$ cat config.mk
export PLATFORM = sky130hd
export DESIGN_NAME = multicycle_control_flat
export DESIGN_NICKNAME = d
export VERILOG_FILES = /design/src/rtl/multicycle_control_if.sv /design/src/rtl/multicycle_control.sv /design/src/flat_wrapper.sv
export SDC_FILE = /design/constraint.sdc
export NUM_CORES = 1
export LEC_CHECK = 0
export CAP_MARGIN = 20
export CORE_ASPECT_RATIO = 1.5
export CORE_MARGIN = 5
export CORE_UTILIZATION = 55
export CTS_CLUSTER_DIAMETER = 100
export CTS_CLUSTER_SIZE = 8
export DETAILED_ROUTE_END_ITERATION = 16
export DONT_BUFFER_PORTS = 1
export PLACE_DENSITY_LB_ADDON = 0.05
export SLEW_MARGIN = 5
export SYNTH_ARGS = -nofsm -noshare
export SYNTH_HDL_FRONTEND = slang
export SYNTH_SLANG_ARGS = --single-unit
$ cat constraint.sdc
create_clock -name clk -period 2.67 [get_ports clk]
set_clock_uncertainty 0.05 [all_clocks]
set_input_delay 0 -clock clk [delete_from_list [all_inputs] [get_ports clk]]
set_output_delay 0 -clock clk [all_outputs]
set_load 0.02 [all_outputs]
$ cat src/rtl/multicycle_control_if.sv
// Control bus between the multi-cycle controller and the RV32 datapath.
// Carries the IR fields and ALU flag into the controller, the memory
// handshake, and every datapath strobe/select out of it.
//   master : controller side (drives strobes and selects)
//   slave  : datapath/memory side (drives IR fields, zero, mem_ready)
interface multicycle_control_if #(
    parameter int unsigned CNT_W = 32
);
    logic [6:0]       opcode;
    logic [2:0]       funct3;
    logic             zero;
    logic             mem_ready;
    logic             mem_req;
    logic             mem_we;
    logic             adr_src;
    logic             ir_write;
    logic             pc_write;
    logic             reg_write;
    logic [1:0]       alu_src_a;
    logic [1:0]       alu_src_b;
    logic [1:0]       alu_op;
    logic [1:0]       result_src;
    logic             illegal;
    logic [3:0]       state;
    logic [CNT_W-1:0] instret;

    modport master (
        input  opcode, funct3, zero, mem_ready,
        output mem_req, mem_we, adr_src, ir_write, pc_write, reg_write,
               alu_src_a, alu_src_b, alu_op, result_src, illegal, state, instret
    );

    modport slave (
        output opcode, funct3, zero, mem_ready,
        input  mem_req, mem_we, adr_src, ir_write, pc_write, reg_write,
               alu_src_a, alu_src_b, alu_op, result_src, illegal, state, instret
    );
endinterface

$ cat src/rtl/multicycle_control.sv
// Multi-cycle control FSM for the RV32 datapath: sequences fetch, decode,
// execute, memory and writeback for lw, sw, beq/bne and R/I ALU ops.
// Ports:
//   clk   : rising-edge clock
//   rst_n : asynchronous active-low reset
//   bus   : master side of multicycle_control_if (IR fields, zero flag,
//           memory handshake, datapath strobes/selects, illegal flag,
//           debug state, retired-instruction counter)
module multicycle_control #(
    parameter int unsigned CNT_W = 32
) (
    input  logic                 clk,
    input  logic                 rst_n,
    multicycle_control_if.master bus
);

    localparam logic [6:0] OP_LW = 7'b0000011;
    localparam logic [6:0] OP_SW = 7'b0100011;
    localparam logic [6:0] OP_BR = 7'b1100011;
    localparam logic [6:0] OP_R  = 7'b0110011;
    localparam logic [6:0] OP_I  = 7'b0010011;

    localparam logic [2:0] F3_BEQ = 3'b000;
    localparam logic [2:0] F3_BNE = 3'b001;

    typedef enum logic [3:0] {
        FETCH    = 4'd0,
        DECODE   = 4'd1,
        MEMADR   = 4'd2,
        MEMREAD  = 4'd3,
        MEMWB    = 4'd4,
        MEMWRITE = 4'd5,
        EXECR    = 4'd6,
        EXECI    = 4'd7,
        ALUWB    = 4'd8,
        BRANCH   = 4'd9,
        HALT     = 4'd10
    } state_t;

    state_t           state_q;
    state_t           state_d;
    logic             illegal_q;
    logic [CNT_W-1:0] instret_q;

    logic       retire_c;
    logic       set_illegal_c;
    logic       mem_req_c;
    logic       mem_we_c;
    logic       adr_src_c;
    logic       ir_write_c;
    logic       pc_write_c;
    logic       reg_write_c;
    logic [1:0] alu_src_a_c;
    logic [1:0] alu_src_b_c;
    logic [1:0] alu_op_c;
    logic [1:0] result_src_c;

    // Next-state and output decode; outputs depend on state plus the
    // same-cycle mem_ready, zero and funct3 inputs.
    always_comb begin
        state_d       = state_q;
        retire_c      = 1'b0;
        set_illegal_c = 1'b0;
        mem_req_c     = 1'b0;
        mem_we_c      = 1'b0;
        adr_src_c     = 1'b0;
        ir_write_c    = 1'b0;
        pc_write_c    = 1'b0;
        reg_write_c   = 1'b0;
        alu_src_a_c   = 2'b00;
        alu_src_b_c   = 2'b00;
        alu_op_c      = 2'b00;
        result_src_c  = 2'b00;

        case (state_q)
            FETCH: begin
                // PC + 4 computed on the ALU and routed straight to the PC.
                mem_req_c    = 1'b1;
                alu_src_b_c  = 2'b10;
                result_src_c = 2'b10;
                if (bus.mem_ready) begin
                    ir_write_c = 1'b1;
                    pc_write_c = 1'b1;
                    state_d    = DECODE;
                end
            end
            DECODE: begin
                // oldPC + imm lands in ALUOut as the branch target.
                alu_src_a_c = 2'b01;
                alu_src_b_c = 2'b01;
                case (bus.opcode)
                    OP_LW, OP_SW: state_d = MEMADR;
                    OP_R:         state_d = EXECR;
                    OP_I:         state_d = EXECI;
                    OP_BR:        state_d = BRANCH;
                    default: begin
                        state_d       = HALT;
                        set_illegal_c = 1'b1;
                    end
                endcase
            end
            MEMADR: begin
                alu_src_a_c = 2'b10;
                alu_src_b_c = 2'b01;
                state_d     = (bus.opcode == OP_LW) ? MEMREAD : MEMWRITE;
            end
            MEMREAD: begin
                mem_req_c = 1'b1;
                adr_src_c = 1'b1;
                if (bus.mem_ready) begin
                    state_d = MEMWB;
                end
            end
            MEMWB: begin
                result_src_c = 2'b01;
                reg_write_c  = 1'b1;
                retire_c     = 1'b1;
                state_d      = FETCH;
            end
            MEMWRITE: begin
                mem_req_c = 1'b1;
                mem_we_c  = 1'b1;
                adr_src_c = 1'b1;
                if (bus.mem_ready) begin
                    retire_c = 1'b1;
                    state_d  = FETCH;
                end
            end
            EXECR: begin
                alu_src_a_c = 2'b10;
                alu_op_c    = 2'b10;
                state_d     = ALUWB;
            end
            EXECI: begin
                alu_src_a_c = 2'b10;
                alu_src_b_c = 2'b01;
                alu_op_c    = 2'b10;
                state_d     = ALUWB;
            end
            ALUWB: begin
                reg_write_c = 1'b1;
                retire_c    = 1'b1;
                state_d     = FETCH;
            end
            BRANCH: begin
                // Compare rs1 - rs2; target already sits in ALUOut.
                alu_src_a_c = 2'b10;
                alu_op_c    = 2'b01;
                pc_write_c  = ((bus.funct3 == F3_BEQ) &&  bus.zero) ||
                              ((bus.funct3 == F3_BNE) && !bus.zero);
                retire_c    = 1'b1;
                state_d     = FETCH;
            end
            HALT: begin
                state_d = HALT;
            end
            default: begin
                state_d = FETCH;
            end
        endcase
    end

    // State, sticky illegal flag and retired-instruction counter.
    always_ff @(posedge clk or negedge rst_n) begin
        if (!rst_n) begin
            state_q   <= FETCH;
            illegal_q <= 1'b0;
            instret_q <= '0;
        end else begin
            state_q <= state_d;
            if (set_illegal_c) begin
                illegal_q <= 1'b1;
            end
            if (retire_c) begin
                instret_q <= instret_q + CNT_W'(1);
            end
        end
    end

    // Reset holds state at FETCH, so strobes are gated to stay quiet while rst_n is low.
    assign bus.mem_req    = mem_req_c   & rst_n;
    assign bus.mem_we     = mem_we_c    & rst_n;
    assign bus.ir_write   = ir_write_c  & rst_n;
    assign bus.pc_write   = pc_write_c  & rst_n;
    assign bus.reg_write  = reg_write_c & rst_n;
    assign bus.adr_src    = adr_src_c;
    assign bus.alu_src_a  = alu_src_a_c;
    assign bus.alu_src_b  = alu_src_b_c;
    assign bus.alu_op     = alu_op_c;
    assign bus.result_src = result_src_c;
    assign bus.illegal    = illegal_q;
    assign bus.state      = state_q;
    assign bus.instret    = instret_q;

endmodule

$ cat src/flat_wrapper.sv
// flat-port wrapper written by rule: the top's interface ports become plain ports
module multicycle_control_flat 
#(
    parameter int unsigned CNT_W = 32
)
  (clk, rst_n, bus_opcode, bus_funct3, bus_zero, bus_mem_ready, bus_mem_req, bus_mem_we, bus_adr_src, bus_ir_write, bus_pc_write, bus_reg_write, bus_alu_src_a, bus_alu_src_b, bus_alu_op, bus_result_src, bus_illegal, bus_state, bus_instret);
  multicycle_control_if #(.CNT_W(CNT_W)) bus_i ();
  input  logic clk;
  input  logic rst_n;
  input wire logic [$bits(bus_i.opcode)-1:0] bus_opcode;
  input wire logic [$bits(bus_i.funct3)-1:0] bus_funct3;
  input wire logic [$bits(bus_i.zero)-1:0] bus_zero;
  input wire logic [$bits(bus_i.mem_ready)-1:0] bus_mem_ready;
  output wire logic [$bits(bus_i.mem_req)-1:0] bus_mem_req;
  output wire logic [$bits(bus_i.mem_we)-1:0] bus_mem_we;
  output wire logic [$bits(bus_i.adr_src)-1:0] bus_adr_src;
  output wire logic [$bits(bus_i.ir_write)-1:0] bus_ir_write;
  output wire logic [$bits(bus_i.pc_write)-1:0] bus_pc_write;
  output wire logic [$bits(bus_i.reg_write)-1:0] bus_reg_write;
  output wire logic [$bits(bus_i.alu_src_a)-1:0] bus_alu_src_a;
  output wire logic [$bits(bus_i.alu_src_b)-1:0] bus_alu_src_b;
  output wire logic [$bits(bus_i.alu_op)-1:0] bus_alu_op;
  output wire logic [$bits(bus_i.result_src)-1:0] bus_result_src;
  output wire logic [$bits(bus_i.illegal)-1:0] bus_illegal;
  output wire logic [$bits(bus_i.state)-1:0] bus_state;
  output wire logic [$bits(bus_i.instret)-1:0] bus_instret;
  assign bus_i.opcode = bus_opcode;
  assign bus_i.funct3 = bus_funct3;
  assign bus_i.zero = bus_zero;
  assign bus_i.mem_ready = bus_mem_ready;
  assign bus_mem_req = bus_i.mem_req;
  assign bus_mem_we = bus_i.mem_we;
  assign bus_adr_src = bus_i.adr_src;
  assign bus_ir_write = bus_i.ir_write;
  assign bus_pc_write = bus_i.pc_write;
  assign bus_reg_write = bus_i.reg_write;
  assign bus_alu_src_a = bus_i.alu_src_a;
  assign bus_alu_src_b = bus_i.alu_src_b;
  assign bus_alu_op = bus_i.alu_op;
  assign bus_result_src = bus_i.result_src;
  assign bus_illegal = bus_i.illegal;
  assign bus_state = bus_i.state;
  assign bus_instret = bus_i.instret;
  multicycle_control #(.CNT_W(CNT_W)) u_core (.clk(clk), .rst_n(rst_n), .bus(bus_i));
endmodule
Word-level counts from Yosys, hierarchy flattened:

Index checks and enable logic that the tools add are counted.

* reduce and logical (&&, ||, !) cells: 16
* bitwise gates (word level): 5
* equal/unequal tests: 19
* multiplexer cells: 20
* $add $sub $neg: 1

Operators with widths (count)
* 32-bit by 1-bit adder with 32-bit output (second input constant): 1
* 4-bit case mux with 7 select lines: 1
* 4-bit by 3-bit equality test with 1-bit output (second input constant): 4
* 2-bit case mux with 2 select lines: 4
* 4-bit case mux with 4 select lines: 1
* 7-bit by 6-bit equality test with 1-bit output (second input constant): 2
* 4-bit equality test (second input constant): 3
* 4-bit two-way mux: 3
* 3-bit OR reduction: 3
* 4-bit by 2-bit equality test with 1-bit output (second input constant): 2
* 1-bit two-way mux: 8
* 2-bit OR reduction: 4
* 7-bit by 2-bit equality test with 1-bit output (second input constant): 1
* 7-bit by 5-bit equality test with 1-bit output (second input constant): 1
* 7-bit equality test (second input constant): 1
* 2-bit inequality test (second input constant): 3
* 1-bit bitwise AND: 5
* 5-bit OR reduction: 1
* 4-bit by 1-bit equality test with 1-bit output (second input constant): 1
* 4-bit zero test: 1
* 1-bit case mux with 2 select lines: 2
* 4-bit OR reduction: 1
* 3-bit by 1-bit equality test with 1-bit output (second input constant): 1
* 3-bit zero test: 1
* other kinds (5): 6

* logic and storage cells: 64
* flip-flop bits (word level): 37
* output and inout bits: 51

Logic depth before layout (Yosys ltp):

Gate-level depths: netlist of run 1.

* word-level depth: 5
* depth in mapped cells: 6

Least setup slack after synthesis of run 1:

No wires, ideal clock.

* path type: register to output
* start point: reg u_core.state_q[1] (netlist: u_core.bus.state[1])
* end point: out bus_pc_write
* arrival time: 2.070 ns
* setup slack: 0.550 ns
* required time: 2.620 ns
* stages on the path, launching flop included: 5
* path buffers: 1
* path through: dfrtp_1 clkbuf_1 nor4_1 and3_1 a21o_1

* word-level cells in the longest chain between the ends: 3

Ends and longest elaborated chain
* from (decl): RTL line multicycle_control.sv:40 `state_t state_q;`
* from (signal assigned): RTL line multicycle_control.sv:170 `state_q <= state_d;`
* 4-bit equality test or 4-bit zero test (tied branches): RTL line multicycle_control.sv:75 `case (state_q)`
* 1-bit case mux with 2 select lines (*): RTL line multicycle_control.sv:75
* 1-bit bitwise AND (*): RTL line multicycle_control.sv:184 `assign bus.pc_write = pc_write_c & rst_n;`
* to (decl): RTL line flat_wrapper.sv:18 `output wire logic [$bits(bus_i.pc_write)-1:0] bus_pc_write;`

Every way passes the cells marked *; elsewhere a longest branch is shown, timed or not.

Final worst setup path of run 1:

* start point: reg u_core.instret_q[2] (netlist: u_core.bus.instret[2])
* end point: reg u_core.instret_q[17] (netlist: u_core.bus.instret[17])

* word-level cells in the longest chain between the ends: 1

Ends and longest elaborated chain
* from (decl): RTL line multicycle_control.sv:43 `logic [CNT_W-1:0] instret_q;`
* from (signal assigned): RTL line multicycle_control.sv:175 `instret_q <= instret_q + CNT_W'(1);`
* 32-bit by 1-bit adder with 32-bit output: RTL line multicycle_control.sv:175

Every way passes these cells.
A chain may end at the register's enable or synchronous reset.

==> flow_summary.ini, run 1 <==
[cells_and_area]
insertedDiodeCount = 0
fin_area_mm2 = 0.00242
finalNonFillerCells = 274
area_growth_pct = 12.8
final_util = 0.652
nets = 245
drive_above_1_share = 0.134

[sta]
final-hold-violation-count = 0
tightest_slew_ns = 0.674
rsz0062_at_grt = false
setup_viol = 0
tns_ns = 0
slew_headroom = 0.550
drv_slew = 0
fin_crit_ns = 2.23
min_period_over_period = 0.834
clock.fmax_mhz = 449
layout_setup_ws_ns = 0.444

[global_routing]
grtUsageTotal = 0.202
grt_overflow = 0
antenna_found_initial = 0
grt_max_degree = 38
grt_pass1_vias = 1740
grt_pass1_wl_um = 8330

[clock_network]
cts_tree = built
path_clk_slew_ns = 0.07
cts_hold_repair.buffers = 11
clockRootBuffer = clkbuf_8
clkSinkCount = 37
clk_latency_ns = 0.28
clockBufferDepth = 2
cts_resized = 0
cts_max_level = 2
cts_made_buffers = 5
post_cts_buffers = 0

[hold_path]
min_path_type = primary input to output pin
min_from = rst_n

[critical_path]
crit_path_start_kind = flop
critPathBufInv = 0
max_stage_delay_ns = 0.79
cp-end-kind = flop
crit_start = u_core.bus.instret[2]
r2r-start = u_core.bus.instret[2]
crit_type = flop to flop
path_delay_family = simple AND/OR/NAND/NOR gates
critPathArrivalTime_ns = 2.38
worst_ep_required_time_ns = 2.82
cp_slowest_cell = or4_1
crit_chain = nand2_1 -> or4_1 -> nor4b_1 -> xor2_1
crit_fanout = 13

[logic_synthesis]
synth_commonest_cells = 37 x dfrtp_1, 30 x xor2_1, 15 x nand2_1
synth_warnings = 0
synth-edff-count = 0
synthesis.nets = 231
ys_seq_area_frac = 0.431
synth_area_per_cell_um2 = 9.93
syn_area_mm2 = 0.00215
postSynthCellCount = 216
synth_top_area_frac = 0.431
synth_top_flop_cell = dfrtp_1
synth_area_leaders = dfrtp_1 43%, xor2_1 12%, nor4_2 3.5%
async_flop_share = 1.00
yosysMostFrequentCell = dfrtp_1
synthDominantAreaCellType = dfrtp_1
synth_cell_types = 43
synth_seq_cells = 37

[floorplanning]
ios = 65
coreArea_mm2 = 0.00372
start_util = 0.577
dieHeight_um = 86.5
die_w_um = 61
dieArea_mm2 = 0.00528
rows = 27

[drt]
wire_per_inst_um = 18.5
vias = 1724
ant_nets = 0
viasPerCell = 6.29
post-route-drc-count = 0
drt-initial-drc-count = 120
finalWirelength_um = 5060
first_pass_iters = 4

[place]
place_inst = 255
placed_cell_area_mm2 = 0.00222
io_buffers = 0
place_hpwl_um = 3520
dpl_worst_slack_ns = 0.486
routabilityCongestion = 0.888

[outcome]
outcome = finished, final reports clean

[job]
cap_violations = 0

[power_and_ir_drop]
power-per-cell-area_mw_per_mm2 = 819
vdd_drop_max_uv = 695
p_leak_nw = 0.887
-- placed cells by master (no fill, tap or decap), types with 2 or more instances in the layout --
master / n
buf_4: 12
clkinv_2: 2
a21oi_1: 6
nand4_1: 6
nand3_1: 9
nor4b_1: 6
xor2_1: 30
or4_1: 2
and4_1: 4
nor3b_1: 4
dfrtp_1: 37
clkbuf_8: 5
nor4bb_1: 2
o21ai_0: 4
nor4_4: 3
nor2_1: 12
xnor2_1: 3
nand2b_1: 5
nand3b_1: 2
inv_1: 5
nand2_1: 15
nor2b_1: 3
nor4_1: 10
a22oi_1: 2
nor4_2: 6
dlygate4sd3_1: 10
nor3_1: 8
-- flip-flops by register name (all words and copies together), names as in the netlist --
signal	cells
u_core.bus.instret	32
u_core.bus.illegal	1
u_core.bus.state	4
-- routing by layer --
| layer | global-route usage | up-vias | share of wire |
|---|---|---|---|
| li1 | - | 806 | - |
| met1 | 0.238 | 848 | 0.39 |
| met2 | 0.348 | 64 | 0.53 |
| met3 | 0.0522 | 6 | 0.065 |
| met4 | 0.0671 | 0 | 0.012 |
| met5 | 0 | - | 0 |
-- cell type report --
type | count | area, um^2
clock inverter | 2 | 10.0
clock buffer | 6 | 72.6
inverter | 5 | 18.8
multi-input combinational | 158 | 1130
timing repair buffer | 23 | 210
fill | 289 | 1290
tap | 43 | 53.8
sequential | 37 | 926
-- worst paths after layout --
path / slack (ns) / depth (start not counted) / to
worst max-delay path: 0.44 / 4 / u_core.bus.instret[17]
worst min-delay path: 0.09 / 2 / bus_reg_write
worst max register to register: 0.44 / 4 / u_core.bus.instret[17]
worst min register to register: 0.57 / 1 / u_core.bus.instret[31]
max in group asynchronous: 2.26 / 2 / u_core.bus.instret[18]
min in group asynchronous: 0.12 / 2 / u_core.bus.instret[23]
-- stage by stage --
stage | hold WS [ns] | power, mW
final | 0.0926 | 1.98
after global routing | 0.0985 | 2.11
after CTS | 0.0921 | 2.00
after detailed placement | -0.345 | 1.57
after global placement | -0.345 | 1.55
after floorplan | -0.346 | 1.37
-- where the power goes --
part	switching, mW	total (mW)	internal (mW)
clock network	0.193	0.374	0.181
logic	0.534	0.823	0.290
registers	0.156	0.786	0.630
-- logic make-up after synthesis --
| family | count (synthesis) | synth area share |
|---|---|---|
| compound gates | 21 | 0.0636 |
| xor+xnor | 33 | 0.135 |
| fa+ha+maj | 1 | 0.00583 |
| buf+inv | 21 | 0.0420 |
| flops | 37 | 0.431 |
| mux | 2 | 0.00991 |
| simple gates | 101 | 0.313 |
Power figures use the tool's default switching activity.
==> run 2: changes to the inputs <==
Clock period 2.67 ns to 2.2 ns, I/O delays scaled along.
==> flow_summary.ini, run 2 (synthesis results as in run 1) <==
[global_routing]
grt_overflow = 0
use_met1 = 0.267
top_usage_layer = met2
grt_pass1_vias = 1916
grt_max_degree = 38
grtUsageTotal = 0.223
use_met3 = 0.0537
antenna_found_initial = 0
use_met2 = 0.376
grt_pass1_wl_um = 9110

[power_and_ir_drop]
vdd_drop_max_uv = 770
fin_total_pwr_mw = 2.52
p_leak_nw = 0.981
power-per-cell-area_mw_per_mm2 = 980

[cells_and_area]
nets = 265
layout_common_cells = 37 x dfrtp_1, 33 x buf_4, 30 x xor2_1
layout_commonest_cell = dfrtp_1
fin_area_mm2 = 0.00257
drive_above_1_share = 0.207
insertedDiodeCount = 0
largest_reg_flops = 32
finalNonFillerCells = 294
area_growth_pct = 19.7

[critical_path]
crit_path_start_kind = flop
crit_chain = buf_4 -> nand2b_1 -> nor3_1 -> a32oi_1 -> o41ai_1 -> dlygate4sd3_1
worst_ep_required_time_ns = 2.38
path_delay_family = buffers and inverters
cp_slowest_cell = dlygate4sd3_1
cp-end-kind = flop
critPathBufInv = 2
crit_fanout = 21
r2r_cells = 6
critPathArrivalTime_ns = 2.28
max_stage_delay_ns = 0.58
crit_type = flop to flop
critical_path_cell_count = 6

[drt]
viasPerCell = 6.24
post-route-drc-count = 0
ant_nets = 0
wire_per_inst_um = 18.0
first_pass_iters = 4
vias = 1836
finalWirelength_um = 5310
drt-initial-drc-count = 90

[clock_network]
clkSinkCount = 37
cts_hold_repair.buffers = 10
clockBufferDepth = 2
cts_made_buffers = 5
clk_latency_ns = 0.29
cts_resized = 0
post_cts_buffers = 0
path_clk_slew_ns = 0.07
cts_max_level = 2
cts_tree = built
clockRootBuffer = clkbuf_8

[sta]
drv_slew = 0
min_period_over_period = 0.954
setup_viol = 0
final-hold-violation-count = 0
rsz0062_at_grt = false
tns_ns = 0
worst_hold_slack_ns = 0.0245
slew_headroom = 0.548
clock.fmax_mhz = 476
tightest_slew_ns = 0.671
fin_crit_ns = 2.10

[place]
routabilityCongestion = 0.848
place_inst = 276
placed_cell_area_mm2 = 0.00238
io_buffers = 0
place_hpwl_um = 3650

[hold_path]
min_path_type = primary input to flop
whs_path_depth = 4

[floorplanning]
die_w_um = 61
rows = 27
dieArea_mm2 = 0.00528
ios = 65
start_util = 0.577
coreArea_mm2 = 0.00372
dieHeight_um = 86.5

[outcome]
outcome = finished, final reports clean

[job]
cap_violations = 0
[run 2: report_power, final]
part / leakage (nW) / internal (mW) / switching [mW] / total [mW]
sequential: 0.389 / 0.766 / 0.0451 / 0.811
clock: 0.0450 / 0.220 / 0.244 / 0.463
combinational: 0.547 / 0.428 / 0.816 / 1.24
total: 0.981 / 1.41 / 1.10 / 2.52
[run 2: worst paths after layout]
| kind | from | end | slack [ns] |
|---|---|---|---|
| worst max-delay path | u_core.bus.state[1] | u_core.bus.state[1] | 0.10 |
| worst min-delay path | bus_opcode[3] | u_core.bus.state[0] | 0.02 |
| worst max register to register | u_core.bus.state[1] | u_core.bus.state[1] | 0.10 |
| worst min register to register | u_core.bus.instret[6] | u_core.bus.instret[6] | 0.52 |
| max in group asynchronous | rst_n | u_core.bus.state[1] | 1.78 |
| min in group asynchronous | rst_n | u_core.bus.instret[9] | 0.13 |
[run 2: routing by layer]
layer,routed length (um),share of wire
met1,2060,0.39
met2,2810,0.53
met3,336,0.063
met4,105,0.020
met5,0,0
[run 2: worst min-delay path, cell delays in order]
cell      delay, ns
nor4bb_1       0.02
buf_4          0.15
nand3_1        0.08
a21oi_1        0.07
[run 2: area by class of cell]
class	count	area (um^2)
clock inverter	2	10.0
fill	287	1150
sequential	37	926
inverter	5	18.8
tap	43	53.8
timing repair buffer	43	358
clock buffer	6	72.6
multi-input combinational	158	1130
[run 2: stage by stage]
stage           util  worst slack, ns
2_1_floorplan      -           0.0799
3_3_place_gp   0.639            0.301
3_5_place_dp   0.639            0.260
4_1_cts        0.691            0.150
5_1_grt        0.691           0.0228
6_report       0.691            0.101
